**config.mk**
```make
export PLATFORM = sky130hd
export DESIGN_NAME = box_render_flat
export DESIGN_NICKNAME = d
export VERILOG_FILES = /design/src/rtl/box_render_if.sv /design/src/rtl/box_render.sv /design/src/flat_wrapper.sv
export SDC_FILE = /design/constraint.sdc
export NUM_CORES = 1
export LEC_CHECK = 0
export ABC_AREA = 1
export CAP_MARGIN = 30
export CORE_UTILIZATION = 60
export DETAILED_ROUTE_END_ITERATION = 10
export DONT_BUFFER_PORTS = 1
export PLACE_DENSITY_LB_ADDON = 0.12
export SYNTH_ARGS = -nofsm -noshare
export SYNTH_HDL_FRONTEND = slang
export SYNTH_SLANG_ARGS = --single-unit
export TNS_END_PERCENT = 10
```
**constraint.sdc**
```tcl
create_clock -name CLOCK -period 3.3 [get_ports CLOCK]
set_input_delay 0 -clock CLOCK [delete_from_list [all_inputs] [get_ports CLOCK]]
set_output_delay 0 -clock CLOCK [all_outputs]
set_load 0.1 [all_outputs]
```
**src/rtl/box_render_if.sv**
```systemverilog
// Video stream bundle between the sync generator / display side and box_render.
// master drives timing and pixel coordinates; slave returns the coloured, re-aligned stream.
interface box_render_if;
    logic       H_Sync_in;
    logic       V_Sync_in;
    logic       Active_Zone;
    logic [9:0] X_pos;
    logic [9:0] Y_pos;
    logic       Pause;
    logic [3:0] R;
    logic [3:0] G;
    logic [3:0] B;
    logic       H_Sync_out;
    logic       V_Sync_out;
    logic [7:0] Bounce_Count;

    modport master (
        output H_Sync_in, V_Sync_in, Active_Zone, X_pos, Y_pos, Pause,
        input  R, G, B, H_Sync_out, V_Sync_out, Bounce_Count
    );

    modport slave (
        input  H_Sync_in, V_Sync_in, Active_Zone, X_pos, Y_pos, Pause,
        output R, G, B, H_Sync_out, V_Sync_out, Bounce_Count
    );
endinterface

```
**src/rtl/box_render.sv**
```systemverilog
// Bouncing-square overlay: draws a palette-coloured box over a checkerboard and moves it
// once per frame during vertical blanking, counting wall hits.
module box_render #(
    parameter int unsigned H_VISIBLE = 800,
    parameter int unsigned V_VISIBLE = 600,
    parameter int unsigned BOX_SIZE  = 64,
    parameter int unsigned STEP      = 4
) (
    input logic         CLOCK,
    input logic         RESET,
    box_render_if.slave vid
);

    typedef enum logic [1:0] {
        WAIT_FRAME = 2'd0,
        RUN        = 2'd1,
        HOLD       = 2'd2
    } state_e;

    // Positions are kept in 11 bits so limit compares never wrap.
    localparam logic [10:0] X_MAX   = 11'(H_VISIBLE - BOX_SIZE);
    localparam logic [10:0] Y_MAX   = 11'(V_VISIBLE - BOX_SIZE);
    localparam logic [10:0] STEP_W  = 11'(STEP);
    localparam logic [10:0] SIZE_W  = 11'(BOX_SIZE);
    localparam logic [10:0] X_START = 11'((H_VISIBLE - BOX_SIZE) / 2);
    localparam logic [10:0] Y_START = 11'((V_VISIBLE - BOX_SIZE) / 2);

    state_e      state_q, state_d;
    logic [10:0] box_x_q, box_x_d;
    logic [10:0] box_y_q, box_y_d;
    logic        dir_x_q, dir_x_d;   // 0 = right
    logic        dir_y_q, dir_y_d;   // 0 = down
    logic [2:0]  color_idx_q, color_idx_d;
    logic [7:0]  bounce_count_q, bounce_count_d;

    logic [11:0] rgb_q, rgb_d;
    logic        h_sync_q;
    logic        v_sync_q;           // doubles as the previous-V_Sync sample for edge detect

    logic        tick;
    logic        move;
    logic [11:0] next_x;
    logic [11:0] next_y;
    logic        in_box;

    // Returns {flip, new_position} for one axis.
    function automatic logic [11:0] axis_next(input logic [10:0] pos, input logic neg,
                                              input logic [10:0] lim);
        logic [10:0] sum;
        sum = pos + STEP_W;
        if (!neg) begin
            if (sum >= lim) begin
                axis_next = {1'b1, lim};
            end else begin
                axis_next = {1'b0, sum};
            end
        end else begin
            if (pos <= STEP_W) begin
                axis_next = {1'b1, 11'd0};
            end else begin
                axis_next = {1'b0, pos - STEP_W};
            end
        end
    endfunction

    function automatic logic [11:0] palette(input logic [2:0] idx);
        logic [11:0] c;
        unique case (idx)
            3'd0: c = 12'hFFF;
            3'd1: c = 12'hF00;
            3'd2: c = 12'h0F0;
            3'd3: c = 12'h00F;
            3'd4: c = 12'hFF0;
            3'd5: c = 12'h0FF;
            3'd6: c = 12'hF0F;
            3'd7: c = 12'hF80;
            default: c = 12'h000;
        endcase
        return c;
    endfunction

    assign tick   = v_sync_q & ~vid.V_Sync_in;
    assign next_x = axis_next(box_x_q, dir_x_q, X_MAX);
    assign next_y = axis_next(box_y_q, dir_y_q, Y_MAX);

    always_comb begin
        state_d = state_q;
        move    = 1'b0;
        unique case (state_q)
            WAIT_FRAME: begin
                if (tick) begin
                    state_d = RUN;
                end
            end
            RUN: begin
                if (tick) begin
                    if (vid.Pause) begin
                        state_d = HOLD;
                    end else begin
                        move = 1'b1;
                    end
                end
            end
            HOLD: begin
                if (tick && !vid.Pause) begin
                    state_d = RUN;
                    move    = 1'b1;
                end
            end
            default: state_d = WAIT_FRAME;
        endcase
    end

    always_comb begin
        box_x_d        = box_x_q;
        box_y_d        = box_y_q;
        dir_x_d        = dir_x_q;
        dir_y_d        = dir_y_q;
        color_idx_d    = color_idx_q;
        bounce_count_d = bounce_count_q;
        if (move) begin
            box_x_d = next_x[10:0];
            box_y_d = next_y[10:0];
            dir_x_d = dir_x_q ^ next_x[11];
            dir_y_d = dir_y_q ^ next_y[11];
            // A corner hit flips both axes but is a single bounce.
            if (next_x[11] || next_y[11]) begin
                color_idx_d    = color_idx_q + 3'd1;
                bounce_count_d = bounce_count_q + 8'd1;
            end
        end
    end

    always_comb begin
        in_box = vid.Active_Zone
                 && ({1'b0, vid.X_pos} >= box_x_q) && ({1'b0, vid.X_pos} < box_x_q + SIZE_W)
                 && ({1'b0, vid.Y_pos} >= box_y_q) && ({1'b0, vid.Y_pos} < box_y_q + SIZE_W);
        rgb_d = 12'h000;
        if (vid.Active_Zone) begin
            if (in_box) begin
                rgb_d = palette(color_idx_q);
            end else if (vid.X_pos[5] ^ vid.Y_pos[5]) begin
                rgb_d = 12'h222;
            end
        end
    end

    always_ff @(posedge CLOCK or negedge RESET) begin
        if (!RESET) begin
            state_q        <= WAIT_FRAME;
            box_x_q        <= X_START;
            box_y_q        <= Y_START;
            dir_x_q        <= 1'b0;
            dir_y_q        <= 1'b0;
            color_idx_q    <= 3'd0;
            bounce_count_q <= 8'd0;
            rgb_q          <= 12'h000;
            h_sync_q       <= 1'b1;
            v_sync_q       <= 1'b1;
        end else begin
            state_q        <= state_d;
            box_x_q        <= box_x_d;
            box_y_q        <= box_y_d;
            dir_x_q        <= dir_x_d;
            dir_y_q        <= dir_y_d;
            color_idx_q    <= color_idx_d;
            bounce_count_q <= bounce_count_d;
            rgb_q          <= rgb_d;
            h_sync_q       <= vid.H_Sync_in;
            v_sync_q       <= vid.V_Sync_in;
        end
    end

    assign vid.R            = rgb_q[11:8];
    assign vid.G            = rgb_q[7:4];
    assign vid.B            = rgb_q[3:0];
    assign vid.H_Sync_out   = h_sync_q;
    assign vid.V_Sync_out   = v_sync_q;
    assign vid.Bounce_Count = bounce_count_q;

endmodule
```
**src/flat_wrapper.sv**
```systemverilog
// flat-port wrapper written by rule: the top's interface ports become plain ports
module box_render_flat 
#(
    parameter int unsigned H_VISIBLE = 800,
    parameter int unsigned V_VISIBLE = 600,
    parameter int unsigned BOX_SIZE  = 64,
    parameter int unsigned STEP      = 4
)
  (CLOCK, RESET, vid_H_Sync_in, vid_V_Sync_in, vid_Active_Zone, vid_X_pos, vid_Y_pos, vid_Pause, vid_R, vid_G, vid_B, vid_H_Sync_out, vid_V_Sync_out, vid_Bounce_Count);
  box_render_if vid_i ();
  input logic CLOCK;
  input logic RESET;
  input wire logic [$bits(vid_i.H_Sync_in)-1:0] vid_H_Sync_in;
  input wire logic [$bits(vid_i.V_Sync_in)-1:0] vid_V_Sync_in;
  input wire logic [$bits(vid_i.Active_Zone)-1:0] vid_Active_Zone;
  input wire logic [$bits(vid_i.X_pos)-1:0] vid_X_pos;
  input wire logic [$bits(vid_i.Y_pos)-1:0] vid_Y_pos;
  input wire logic [$bits(vid_i.Pause)-1:0] vid_Pause;
  output wire logic [$bits(vid_i.R)-1:0] vid_R;
  output wire logic [$bits(vid_i.G)-1:0] vid_G;
  output wire logic [$bits(vid_i.B)-1:0] vid_B;
  output wire logic [$bits(vid_i.H_Sync_out)-1:0] vid_H_Sync_out;
  output wire logic [$bits(vid_i.V_Sync_out)-1:0] vid_V_Sync_out;
  output wire logic [$bits(vid_i.Bounce_Count)-1:0] vid_Bounce_Count;
  assign vid_i.H_Sync_in = vid_H_Sync_in;
  assign vid_i.V_Sync_in = vid_V_Sync_in;
  assign vid_i.Active_Zone = vid_Active_Zone;
  assign vid_i.X_pos = vid_X_pos;
  assign vid_i.Y_pos = vid_Y_pos;
  assign vid_i.Pause = vid_Pause;
  assign vid_R = vid_i.R;
  assign vid_G = vid_i.G;
  assign vid_B = vid_i.B;
  assign vid_H_Sync_out = vid_i.H_Sync_out;
  assign vid_V_Sync_out = vid_i.V_Sync_out;
  assign vid_Bounce_Count = vid_i.Bounce_Count;
  box_render #(.H_VISIBLE(H_VISIBLE), .V_VISIBLE(V_VISIBLE), .BOX_SIZE(BOX_SIZE), .STEP(STEP)) u_core (.CLOCK(CLOCK), .RESET(RESET), .vid(vid_i));
endmodule
```
==> reports/results.tsv, run 1 <==
stage	metric	value	unit
clocking	Clock Sinks	42	
sta	Final Slew Violations	0	
yosys	Post-Synth XOR/XNOR Area	0.0472	
placed_design	PortBufs	0	
cells_and_area	Cell Count, Final, Fillers Out	587	
worst_setup_path	Crit Path Class	register to register	
cells_and_area	n_diodes	0	
yosys	synth warn	0	
power	Logic pwr share	0.501	
floorplan	die height	80.6	um
global_route	first-pass GRT wire length	13.8	mm
worst_setup_path	Required @ worst endpoint	3.55	ns
drt	Routed WL per cell	14.1	um
cells_and_area	Layout area overhead	7.42	%
worst_setup_path	Worst setup endpoint	u_core.vid.Bounce_Count[7]	
yosys	Synth Instances	503	
cells_and_area	Post-Route Utilization	0.669	
clocking	H-tree levels	2	
power	switching power	0.00147	W
worst_setup_path	worst r2r src	u_core.box_y_q[2]	
yosys	complex-gate fraction of the synthesized area	0.106	
yosys	sequential fraction of the synthesis area	0.287	
cells_and_area	# fillers	531	
yosys	Synth area leader	dfrtp_1	
drt	Pre-antenna DRT Iters	4	
power	Int Pwr	0.00145	W
drt	via count	3326	
drt	routed vias/inst	5.67	
power	Flop pwr share	0.326	
clocking	Hold-fix buffers, CTS	4	
clocking	CTS clk-pin slew, worst paths	0.09	ns
power	Max rail drop VDD	0.440	mV
sta	Final Setup Violations	0	
floorplan	CORE AREA	0.00596	mm2
hold_path	min-delay worst type	input port to register	
sta	fin crit share	0.728	
sta	Final min period	2.40	ns
drt	Iteration-0 DRC Markers	191	
sta	Post-Route Skew	0.0126	ns
sta	Peak Freq	416	MHz
placed_design	cell count after placement	575	
sta	RSZ-0062 raised after global routing	false	
power	static leakage	2.03	nW
worst_setup_path	RR Endpoint	u_core.vid.Bounce_Count[7]	
clocking	Post-CTS Setup Bufs	0	
worst_setup_path	r2r setup slk	0.90	ns
cells_and_area	multi-input combinational cell area	0.00231	mm2
cells_and_area	Final Net Count	580	
clocking	CTS tree	done	
clocking	CTS Buf Count	5	
worst_setup_path	worst endpoint data arrival time	2.65	ns
worst_setup_path	reg2reg path depth	15	
clocking	worst-case clock buffer depth	2	
sta	setup TNS	0	ns
global_route	largest net degree at the start of global routing	43	
yosys	Syn Std Cell Area	0.00371	mm2
yosys	Synth Net Count	572	
drt	Routed WL	8.29	mm
cells_and_area	FF+latch area	0.00107	mm2
global_route	antenna violations before repair	0	
placed_design	Routability Congestion	0.963	
global_route	grt ovf	0	
yosys	average cell area after synthesis	7.37	um2
drt	drt drc	0	
clocking	PostCTS Resize Cnt	0	
worst_setup_path	worst setup path startpoint	u_core.box_y_q[2]	
global_route	GRT Overall Usage	0.273	
sta	actual slew at the worst max-slew pin	0.944	ns
floorplan	Site Rows	28	
yosys	largest family of logic cells by synthesized area	simple AND/OR/NAND/NOR gates	
floorplan	die width	80.6	um
yosys	multiplexer share of the synthesized area	0	
worst_setup_path	crit end category	register	
clocking	Clock Latency Late Sink	0.31	ns
clocking	root buf cell	clkbuf_8	
run	MaxCap Viol Count	0	
floorplan	num ports	48	
yosys	Post-Synth Adder-Cell Area	0.145	
floorplan	die area	0.00650	mm2
sta	final hold viol count	0	
floorplan	Initial Util	0.622	
power	Switching Fraction	0.504	
sta	slew margin rel.	0.370	
worst_setup_path	CP startpoint kind	register	
power	Power Density	733	mW/mm2
drt	Final ANT Viol Nets	0	
status	run status	finished, final reports clean	
power	Clock Power Share	0.172	
yosys	register bit total from synthesis	42	
global_route	number of global-route vias before repair	3168	
placed_design	placed wire-length estimate	6.16	mm
yosys	Cell variety after synth	36	
yosys	top post-synthesis cells by area	dfrtp_1, ha_1, nand2_1	
worst_setup_path	largest fanout on the critical path	13	
cells_and_area	share of cells above drive strength 1	0.129	
yosys	fraction of the mapped netlist area in simple logic gates	0.325	
yosys	Yosys top cell area share	0.223	
[critical path, stage by stage (launching register included)]
cell     delay, ns
dfstp_2       0.63
ha_1          0.27
nand2_1       0.14
nor2_2        0.16
nand2_1       0.07
nand2_1       0.07
nand2_1       0.05
nor2_1        0.10
nand3_1       0.09
nand2_1       0.08
nand2_1       0.10
nand2_4       0.09
nand2_4       0.16
nand2_4       0.16
nand2_1       0.07
nand2_1       0.08
[per-layer routing]
layer  global-route usage  vias to the layer above  routed length, um
li1                     -                     1667                  -
met1                0.326                     1564               3630
met2                0.490                       78               4160
met3               0.0420                       17                319
met4                0.102                        0                176
met5                    0                        -                  0
[worst min-delay path by stage]
| stage | cells past startpoint | startpoint | slack, ns | to |
|---|---|---|---|---|
| final | 2 | vid_Pause | 0.04 | u_core.state_q[0] |
| after global routing | 2 | vid_Pause | 0.06 | u_core.state_q[0] |
| after CTS | 2 | vid_Pause | 0.03 | u_core.state_q[0] |
| after detailed placement | 0 | RESET | -0.29 | u_core.box_y_q[5] |
| after global placement | 0 | RESET | -0.29 | u_core.box_y_q[6] |
| after floorplan | 0 | RESET | -0.30 | u_core.box_x_q[10] |
[power by group through the flow]
stage	Combinational, W	Sequential [W]	Clock, W
2_1_floorplan	0.00122	0.000911	0
3_3_place_gp	0.00138	0.000950	0
3_5_place_dp	0.00142	0.000956	0
4_1_cts	0.00146	0.000949	0.000509
5_1_grt	0.00167	0.000970	0.000530
6_report	0.00146	0.000952	0.000502
[final cells by class]
cell class	instances	area share
Tap cell	75	0.0236
Clock inverter	3	0.0173
Inverter	58	0.0547
Sequential cell	42	0.268
Multi-Input combinational cell	387	0.581
Timing Repair Buffer	17	0.0390
Clock buffer	5	0.0173
[cell usage in the layout (no fill, tap or decap), types with 4 or more instances in the layout]
| cell type | synthesis | final |
|---|---|---|
| nand2_4 | 6 | 6 |
| nand3b_1 | 4 | 4 |
| nor2_1 | 45 | 45 |
| o21ai_0 | 25 | 25 |
| clkbuf_8 | 0 | 5 |
| buf_4 | 7 | 13 |
| ha_1 | 43 | 43 |
| inv_2 | 5 | 5 |
| nand4_1 | 12 | 12 |
| nor3_1 | 11 | 11 |
| a21oi_1 | 23 | 23 |
| a22oi_1 | 6 | 6 |
| nor2_2 | 5 | 5 |
| a31oi_1 | 7 | 7 |
| dfstp_2 | 9 | 9 |
| nand3_1 | 33 | 33 |
| xor2_1 | 17 | 17 |
| dfrtp_1 | 33 | 30 |
| nand3_2 | 11 | 11 |
| inv_1 | 53 | 53 |
| nand2_1 | 119 | 119 |
[metrics by stage]
stage | setup slack, ns | hold slack [ns] | area (um2) | total power [W]
6_report | 0.898 | 0.0406 | 3980 | 0.00292
5_1_grt | 0.608 | 0.0561 | 3980 | 0.00317
3_3_place_gp | 0.974 | -0.294 | 3790 | 0.00233
2_1_floorplan | 1.27 | -0.296 | 3710 | 0.00214
3_5_place_dp | 0.957 | -0.294 | 3790 | 0.00238
4_1_cts | 0.911 | 0.0317 | 3980 | 0.00292
[registers in the layout, summed over array words and instances (netlist names)]
name                     count
u_core.box_x_q               9
u_core.box_y_q               9
u_core.vid.Bounce_Count      8
u_core.rgb_q                 7
u_core.color_idx_q           3
u_core.state_q               2
u_core.dir_x_q               1
u_core.dir_y_q               1
u_core.vid.H_Sync_out        1
u_core.vid.V_Sync_out        1
[kinds of logic (layout without fill, tap and decap cells)]
| family | Yosys count | after routing |
|---|---|---|
| buf+inv | 74 | 83 |
| fa+ha+maj | 43 | 43 |
| xor+xnor | 20 | 20 |
| compound gates | 70 | 70 |
| flops | 42 | 42 |
| simple gates | 254 | 254 |
[cells in the mapped netlist (all sizes together)]
cell     count
a22oi        6
inv         58
o21a         2
nand2      127
o22ai        1
dfstp        9
a21oi       23
xnor2        3
a31oi        7
o211ai       3
o31ai        1
ha          43
nor3        11
nand3b       4
o2111ai      1
dfrtp       33
nor2        51
xor2        17
nand4       12
o21ai       26
buf         12
and2         2
nand3       44
clkbuf       4
or2          3
No activity file was read; power rests on OpenSTA's default activity.
==> inputs of run 2 (changes only) <==
ABC_AREA = 0   (was 1)
clock period = 2.33 ns   (was 3.3 ns; I/O delays follow)
==> run 2 against run 1 <==
Compared with the run above:
- synthesized cell count is 20% lower
- cell area is 6.6% higher
- combinational power hardly changed
==> reports/results.tsv, run 2 <==
stage	metric	value	unit	change
global_route	number of global-route vias before repair	3081		-2.7%
yosys	asr flop ratio synth	1.00		unchanged
hold_path	min-delay worst type	input port to register		
sta	Final Slew Violations	0		unchanged
floorplan	Site Rows	27		-3.6%
worst_setup_path	Crit Path Class	register to register		
worst_setup_path	Bufs and invs on worst path	1		+1
drt	drt drc	0		unchanged
worst_setup_path	CP startpoint kind	register		
floorplan	CORE AREA	0.00561	mm2	-5.8%
worst_setup_path	worst r2r src	u_core.box_x_q[6]		
drt	via count	3205		-3.6%
cells_and_area	share of cells above drive strength 1	0.253		+0.124
sta	RSZ-0062 raised after global routing	true		
clocking	H-tree levels	2		unchanged
global_route	grt ovf	0		unchanged
global_route	first-pass GRT wire length	13.6	mm	-0.80%
sta	Peak Freq	430	MHz	+3.2%
drt	Iteration-0 DRC Markers	216		+13%
clocking	Clock Latency Late Sink	0.30	ns	about the same
cells_and_area	Post-Route Utilization	0.757		+0.0881
status	run status	finished, final reports clean		
sta	Final Setup Violations	0		unchanged
yosys	Post-synth top cells	ha_1, o21ai_0, dfrtp_1, inv_1, nor2_1		
cells_and_area	n_diodes	0		unchanged
placed_design	PortBufs	0		unchanged
yosys	average cell area after synthesis	8.82	um2	+20%
yosys	Post-synth EDFFs	0		unchanged
yosys	Synth area leader	dfrtp_1		
power	Max rail drop VDD	0.607	mV	+38%
worst_setup_path	crit end category	register		
clocking	worst-case clock buffer depth	2		unchanged
floorplan	die area	0.00625	mm2	-3.8%
yosys	register bit total from synthesis	42		unchanged
hold_path	hold path startpoint	vid_X_pos[5]		
sta	Post-Route Skew	0.00728	ns	-0.00534 ns
clocking	root buf cell	clkbuf_8		
worst_setup_path	worst endpoint data arrival time	2.51	ns	-0.14 ns
floorplan	die width	79.1	um	-1.9%
drt	Pre-antenna DRT Iters	5		+1
sta	slew margin rel.	0.380		+0.00990
drt	Routed WL per cell	16.5	um	+17%
global_route	largest net degree at the start of global routing	43		unchanged
global_route	GRT Overall Usage	0.281		+0.00727
worst_setup_path	Required @ worst endpoint	2.52	ns	-1.03 ns
worst_setup_path	worst setup path startpoint	u_core.box_x_q[6]		
drt	routed vias/inst	6.19		+9.2%
yosys	Syn Std Cell Area	0.00356	mm2	-3.9%
power	power consumption	0.00302	W	+3.7%
global_route	antenna violations before repair	0		unchanged
worst_setup_path	worst-path cell chain	inv_1 -> ha_1 -> and4bb_2 -> a41oi_1 -> nor2_1 -> a22o_4 -> o21ai_4 -> mux2_4		
drt	Final ANT Viol Nets	0		unchanged
cells_and_area	design area	0.00424	mm2	+6.6%
cells_and_area	Layout area overhead	19.1	%	
power	Power Density	713	mW/mm2	-2.7%
sta	Hold Slack	0.0470	ns	+0.00642 ns
yosys	Cell variety after synth	64		+78%
placed_design	cell count after placement	498		-13%
cells_and_area	Cell Count, Final, Fillers Out	518		-12%
clocking	CTS tree	done		
worst_setup_path	crit-path leading delay family	compound AO/OA/AOI/OAI gates		
worst_setup_path	Slowest cell on crit path	dfstp_2		
yosys	sequential fraction of the synthesis area	0.298		+0.0117
clocking	Clock Sinks	42		unchanged
clocking	CTS clk-pin slew, worst paths	0.09	ns	about the same
clocking	CTS Buf Count	5		unchanged
yosys	Synth Net Count	473		-17%
sta	fin crit share	0.999		+0.271
yosys	top-count cell post-synth	ha_1		
yosys	Yosys top cell area share	0.232		+0.00908
drt	Routed WL	8.54	mm	+3.1%
floorplan	die height	79.1	um	-1.9%
power	static leakage	1.80	nW	-11%
sta	Final min period	2.33	ns	-0.0741 ns
yosys	top post-synthesis cells by area	dfrtp_1, ha_1, dfstp_2		
sta	final hold viol count	0		unchanged
cells_and_area	most frequent cells in the layout	buf_4, ha_1, o21ai_0		
yosys	synth warn	0		unchanged
floorplan	num ports	48		unchanged
placed_design	Routability Congestion	0.935		-2.9%
placed_design	DP Area	0.00394	mm2	+4.1%
yosys	ys flop type	dfrtp_1		
yosys	Synth Instances	404		-20%
sta	actual slew at the worst max-slew pin	0.932	ns	-0.0122 ns
worst_setup_path	largest fanout on the critical path	5		-8
placed_design	placed wire-length estimate	6.34	mm	+3.0%
worst_setup_path	Largest stage delay, worst path	0.58	ns	-0.05 ns
cells_and_area	most common cell after layout, fill and taps aside	buf_4		
run	MaxCap Viol Count	0		unchanged
cells_and_area	Final Net Count	514		-11%
floorplan	Initial Util	0.635		+0.0127
run 2: cell types whose count changed in the layout (fill, tap and decap cells not counted), sizes merged, moves of 6 or more:
cell   change
xnor2     +18
a22o       +6
or3        +6
nor2b      +9
buf       +43
nand3     -25
nand4      -9
xor2      -12
o21ai     +13
nor2      -25
inv       -33
nand2    -111
run 2: power by group:
part | switching (W) | total, W | leakage [nW] | internal [W]
clock network | 0.000280 | 0.000491 | 0.0441 | 0.000211
logic | 0.000797 | 0.00148 | 1.22 | 0.000685
registers | 0.000192 | 0.00105 | 0.528 | 0.000861
total | 0.00127 | 0.00302 | 1.80 | 0.00176
run 2: logic make-up after synthesis:
| family | synth area share |
|---|---|
| buffers and inverters | 0.0699 |
| flip-flops | 0.298 |
| XOR/XNOR | 0.0639 |
| adder cells (fa/ha/maj) | 0.151 |
| AO/OA/AOI/OAI | 0.228 |
| AND/OR/NAND/NOR | 0.166 |
| multiplexers | 0.0228 |
run 2: metrics by stage:
stage	setup WS, ns	TNS, ns
after floorplan	-0.0743	-0.454
after global placement	0.0219	0
after detailed placement	-0.0290	-0.0570
after CTS	0.00830	0
after global routing	-0.0710	-0.823
final	0.00184	0
run 2: area by class of cell:
| type | count | area, um2 |
|---|---|---|
| clock inverter | 3 | 21.3 |
| sequential | 42 | 1070 |
| fill | 415 | 1360 |
| timing repair buffer | 62 | 514 |
| multi-input combinational | 309 | 2390 |
| inverter | 25 | 93.8 |
| tap | 72 | 90.1 |
| clock buffer | 5 | 68.8 |
run 2: timing repair:
action / CTS / global route
endpoints found under the setup margin: 5 / 29
hold buffers: 6 / 0
buffers inserted: 0 / 6
hold endpoints to repair: 49 / 0
pin swaps: 2 / 8
resized for setup: 1 / 22
run 2: tightest hold or removal path, stage by stage:
cell	delay [ns]
xor2_1	0.04
nand2_1	0.17
mux2i_1	0.10
run 2: routing by layer:
metal / track usage / routed length (um) / up-vias
met5: 0 / 0 / -
met3: 0.0483 / 481 / 20
li1: - / - / 1549
met4: 0.133 / 244 / 0
met2: 0.480 / 4200 / 126
met1: 0.341 / 3620 / 1510
run 2: worst paths after layout:
kind	slack [ns]	cells after the start	to
min in group asynchronous	0.16	2	u_core.box_x_q[7]
setup / recovery	0.002	8	u_core.vid.Bounce_Count[1]
hold reg to reg	0.55	1	u_core.vid.Bounce_Count[2]
setup reg to reg	0.002	8	u_core.vid.Bounce_Count[1]
max in group asynchronous	1.89	2	u_core.vid.V_Sync_out
hold / removal	0.05	3	u_core.rgb_q[5]
==> inputs of run 3 (changes only) <==
GPL_TIMING_DRIVEN = 0   (was unset)
SETUP_SLACK_MARGIN = 0.2   (was unset)
==> run 3 against run 2 <==
Compared with the run above:
- the run now ends with setup timing left
- via count is 4.1% higher
- largest power group unchanged
- combinational power is 7% higher
- cell area is 2.4% higher
- die area stayed put
- first-iteration DRC count is 46% higher
- fmax is 6.0% lower
- critical path depth stayed put
- largest cell class unchanged
- clock-buffer cell count stayed put
- sequential cell count stayed put
==> reports/results.tsv, run 3 (synthesis results as in run 2) <==
stage	metric	value	unit	change
global_route	antenna violations before repair	0		unchanged
floorplan	die area	0.00625	mm2	unchanged
drt	via count	3338		+4.1%
worst_setup_path	Slowest cell on crit path	dfstp_2		
sta	Final min period	2.48	ns	+0.149 ns
drt	routed vias/inst	6.39		+3.4%
placed_design	PortBufs	0		unchanged
floorplan	die width	79.1	um	unchanged
floorplan	CORE AREA	0.00561	mm2	unchanged
status	failing checks	setup timing		
status	run status	finished with violations		
global_route	number of global-route vias before repair	3057		-0.78%
clocking	H-tree levels	2		unchanged
global_route	first-pass GRT wire length	14.7	mm	+7.6%
power	Max rail drop VDD	0.801	mV	+32%
power	Power Density	718	mW/mm2	+0.77%
worst_setup_path	Bufs and invs on worst path	1		unchanged
cells_and_area	share of cells above drive strength 1	0.271		+0.0177
cells_and_area	Final Net Count	518		+0.78%
cells_and_area	most frequent cells in the layout	ha_1, buf_4, o21ai_0		
worst_setup_path	Crit Path Class	register to register		
sta	fin crit share	1.06		+0.0639
drt	drt drc	0		unchanged
run	MaxCap Viol Count	0		unchanged
cells_and_area	Layout area overhead	22.0	%	
worst_setup_path	crit end category	register		
clocking	CTS Buf Count	5		unchanged
global_route	GRT Overall Usage	0.302		+0.0212
drt	Pre-antenna DRT Iters	5		unchanged
worst_setup_path	largest fanout on the critical path	6		+1
sta	final hold viol count	0		unchanged
sta	slew margin rel.	0.329		-0.0518
worst_setup_path	Largest stage delay, worst path	0.62	ns	+0.04 ns
drt	Iteration-0 DRC Markers	315		+46%
drt	Routed WL	9.44	mm	+11%
floorplan	die height	79.1	um	unchanged
sta	final worst setup slack	-0.147	ns	-0.149 ns
worst_setup_path	worst endpoint data arrival time	2.67	ns	+0.16 ns
hold_path	min-delay worst type	input port to register		
sta	Peak Freq	404	MHz	-6.0%
sta	Final Slew Violations	0		unchanged
clocking	root buf cell	clkbuf_8		
cells_and_area	design area	0.00435	mm2	+2.4%
floorplan	num ports	48		unchanged
placed_design	DP Area	0.00373	mm2	-5.4%
clocking	CTS clk-pin slew, worst paths	0.09	ns	about the same
global_route	grt ovf	0		unchanged
clocking	Clock Sinks	42		unchanged
placed_design	Routability Congestion	0.895		-4.3%
worst_setup_path	crit-path leading delay family	compound AO/OA/AOI/OAI gates		
floorplan	Site Rows	27		unchanged
placed_design	placed wire-length estimate	6.07	mm	-4.2%
sta	actual slew at the worst max-slew pin	1.01	ns	+0.0750 ns
cells_and_area	most common cell after layout, fill and taps aside	ha_1		
floorplan	Initial Util	0.635		unchanged
cells_and_area	n_diodes	0		unchanged
sta	Hold Slack	0.0338	ns	-0.0132 ns
worst_setup_path	worst-path cell chain	inv_4 -> ha_4 -> a211oi_2 -> o31a_1 -> o221ai_2 -> a32o_2 -> o21ai_4 -> mux2_4		
clocking	Clock Latency Late Sink	0.30	ns	about the same
power	static leakage	1.83	nW	+1.6%
sta	RSZ-0062 raised after global routing	true		
clocking	worst-case clock buffer depth	2		unchanged
cells_and_area	# fillers	402		-3.1%
worst_setup_path	CP startpoint kind	register		
drt	Final ANT Viol Nets	0		unchanged
global_route	largest net degree at the start of global routing	43		unchanged
drt	Routed WL per cell	18.1	um	+9.7%
clocking	CTS tree	done		
sta	Final Setup Violations	17		+17
worst_setup_path	Required @ worst endpoint	2.53	ns	about the same
sta	Post-Route Skew	0.0111	ns	+0.00382 ns
-- run 3: worst paths after layout --
check / from / end / slack [ns] / cells past startpoint
hold reg to reg: u_core.state_q[0] / u_core.state_q[0] / 0.58 / 2
max in group asynchronous: RESET / u_core.vid.H_Sync_out / 1.89 / 2
setup / recovery: u_core.box_y_q[3] / u_core.vid.Bounce_Count[1] / -0.15 / 8
min in group asynchronous: RESET / u_core.dir_x_q / 0.16 / 2
hold / removal: vid_X_pos[5] / u_core.rgb_q[1] / 0.03 / 3
setup reg to reg: u_core.box_y_q[3] / u_core.vid.Bounce_Count[1] / -0.15 / 8
-- run 3: worst min-delay path: stages --
cell and delay [ns]:
xor2_1 0.04, nand2_1 0.17, mux2i_1 0.10
-- run 3: timing repair --
action | 4_1_cts | 5_1_grt
pin swaps | 17 | 14
hold endpoints to repair | 49 | 0
resized for setup | 42 | 23
setup buffers | 21 | 8
hold buffers | 6 | 0
setup endpoints to repair | 38 | 38
gates cloned | 1 | 0
-- run 3: area by class of cell --
type / instances / area [um2] / share of cell area
inverter: 25 / 98.8 / 0.0227
clock buffer: 5 / 68.8 / 0.0158
multi-input combinational: 310 / 2450 / 0.564
tap: 72 / 90.1 / 0.0207
sequential: 42 / 1070 / 0.246
timing repair buffer: 37 / 338 / 0.0777
buffer: 28 / 205 / 0.0472
clock inverter: 3 / 23.8 / 0.00547
-- run 3: metal layers --
layer	global-route usage	wire, um	up-vias
li1	-	-	1565
met2	0.500	4500	139
met5	0	0	-
met4	0.136	384	0
met3	0.0483	484	36
met1	0.386	4070	1598
-- run 3: power by group --
group          total (W)  internal [W]  switching, W
Clock           0.000492      0.000214      0.000278
Combinational    0.00158      0.000688      0.000891
Sequential       0.00105      0.000863      0.000187
Total            0.00312       0.00177       0.00136
-- run 3: metrics by stage --
stage | power, W | cells | setup slack (ns) | util | TNS (ns)
floorplan | 0.00196 | 404 | -0.0743 | - | -0.272
global placement | 0.00219 | 476 | -0.557 | 0.664 | -10.86
detailed placement | 0.00223 | 477 | -0.427 | 0.665 | -6.28
CTS | 0.00292 | 513 | -0.0706 | 0.747 | -0.320
global route | 0.00330 | 522 | -0.191 | 0.775 | -2.68
finish | 0.00312 | 522 | -0.147 | 0.775 | -1.15
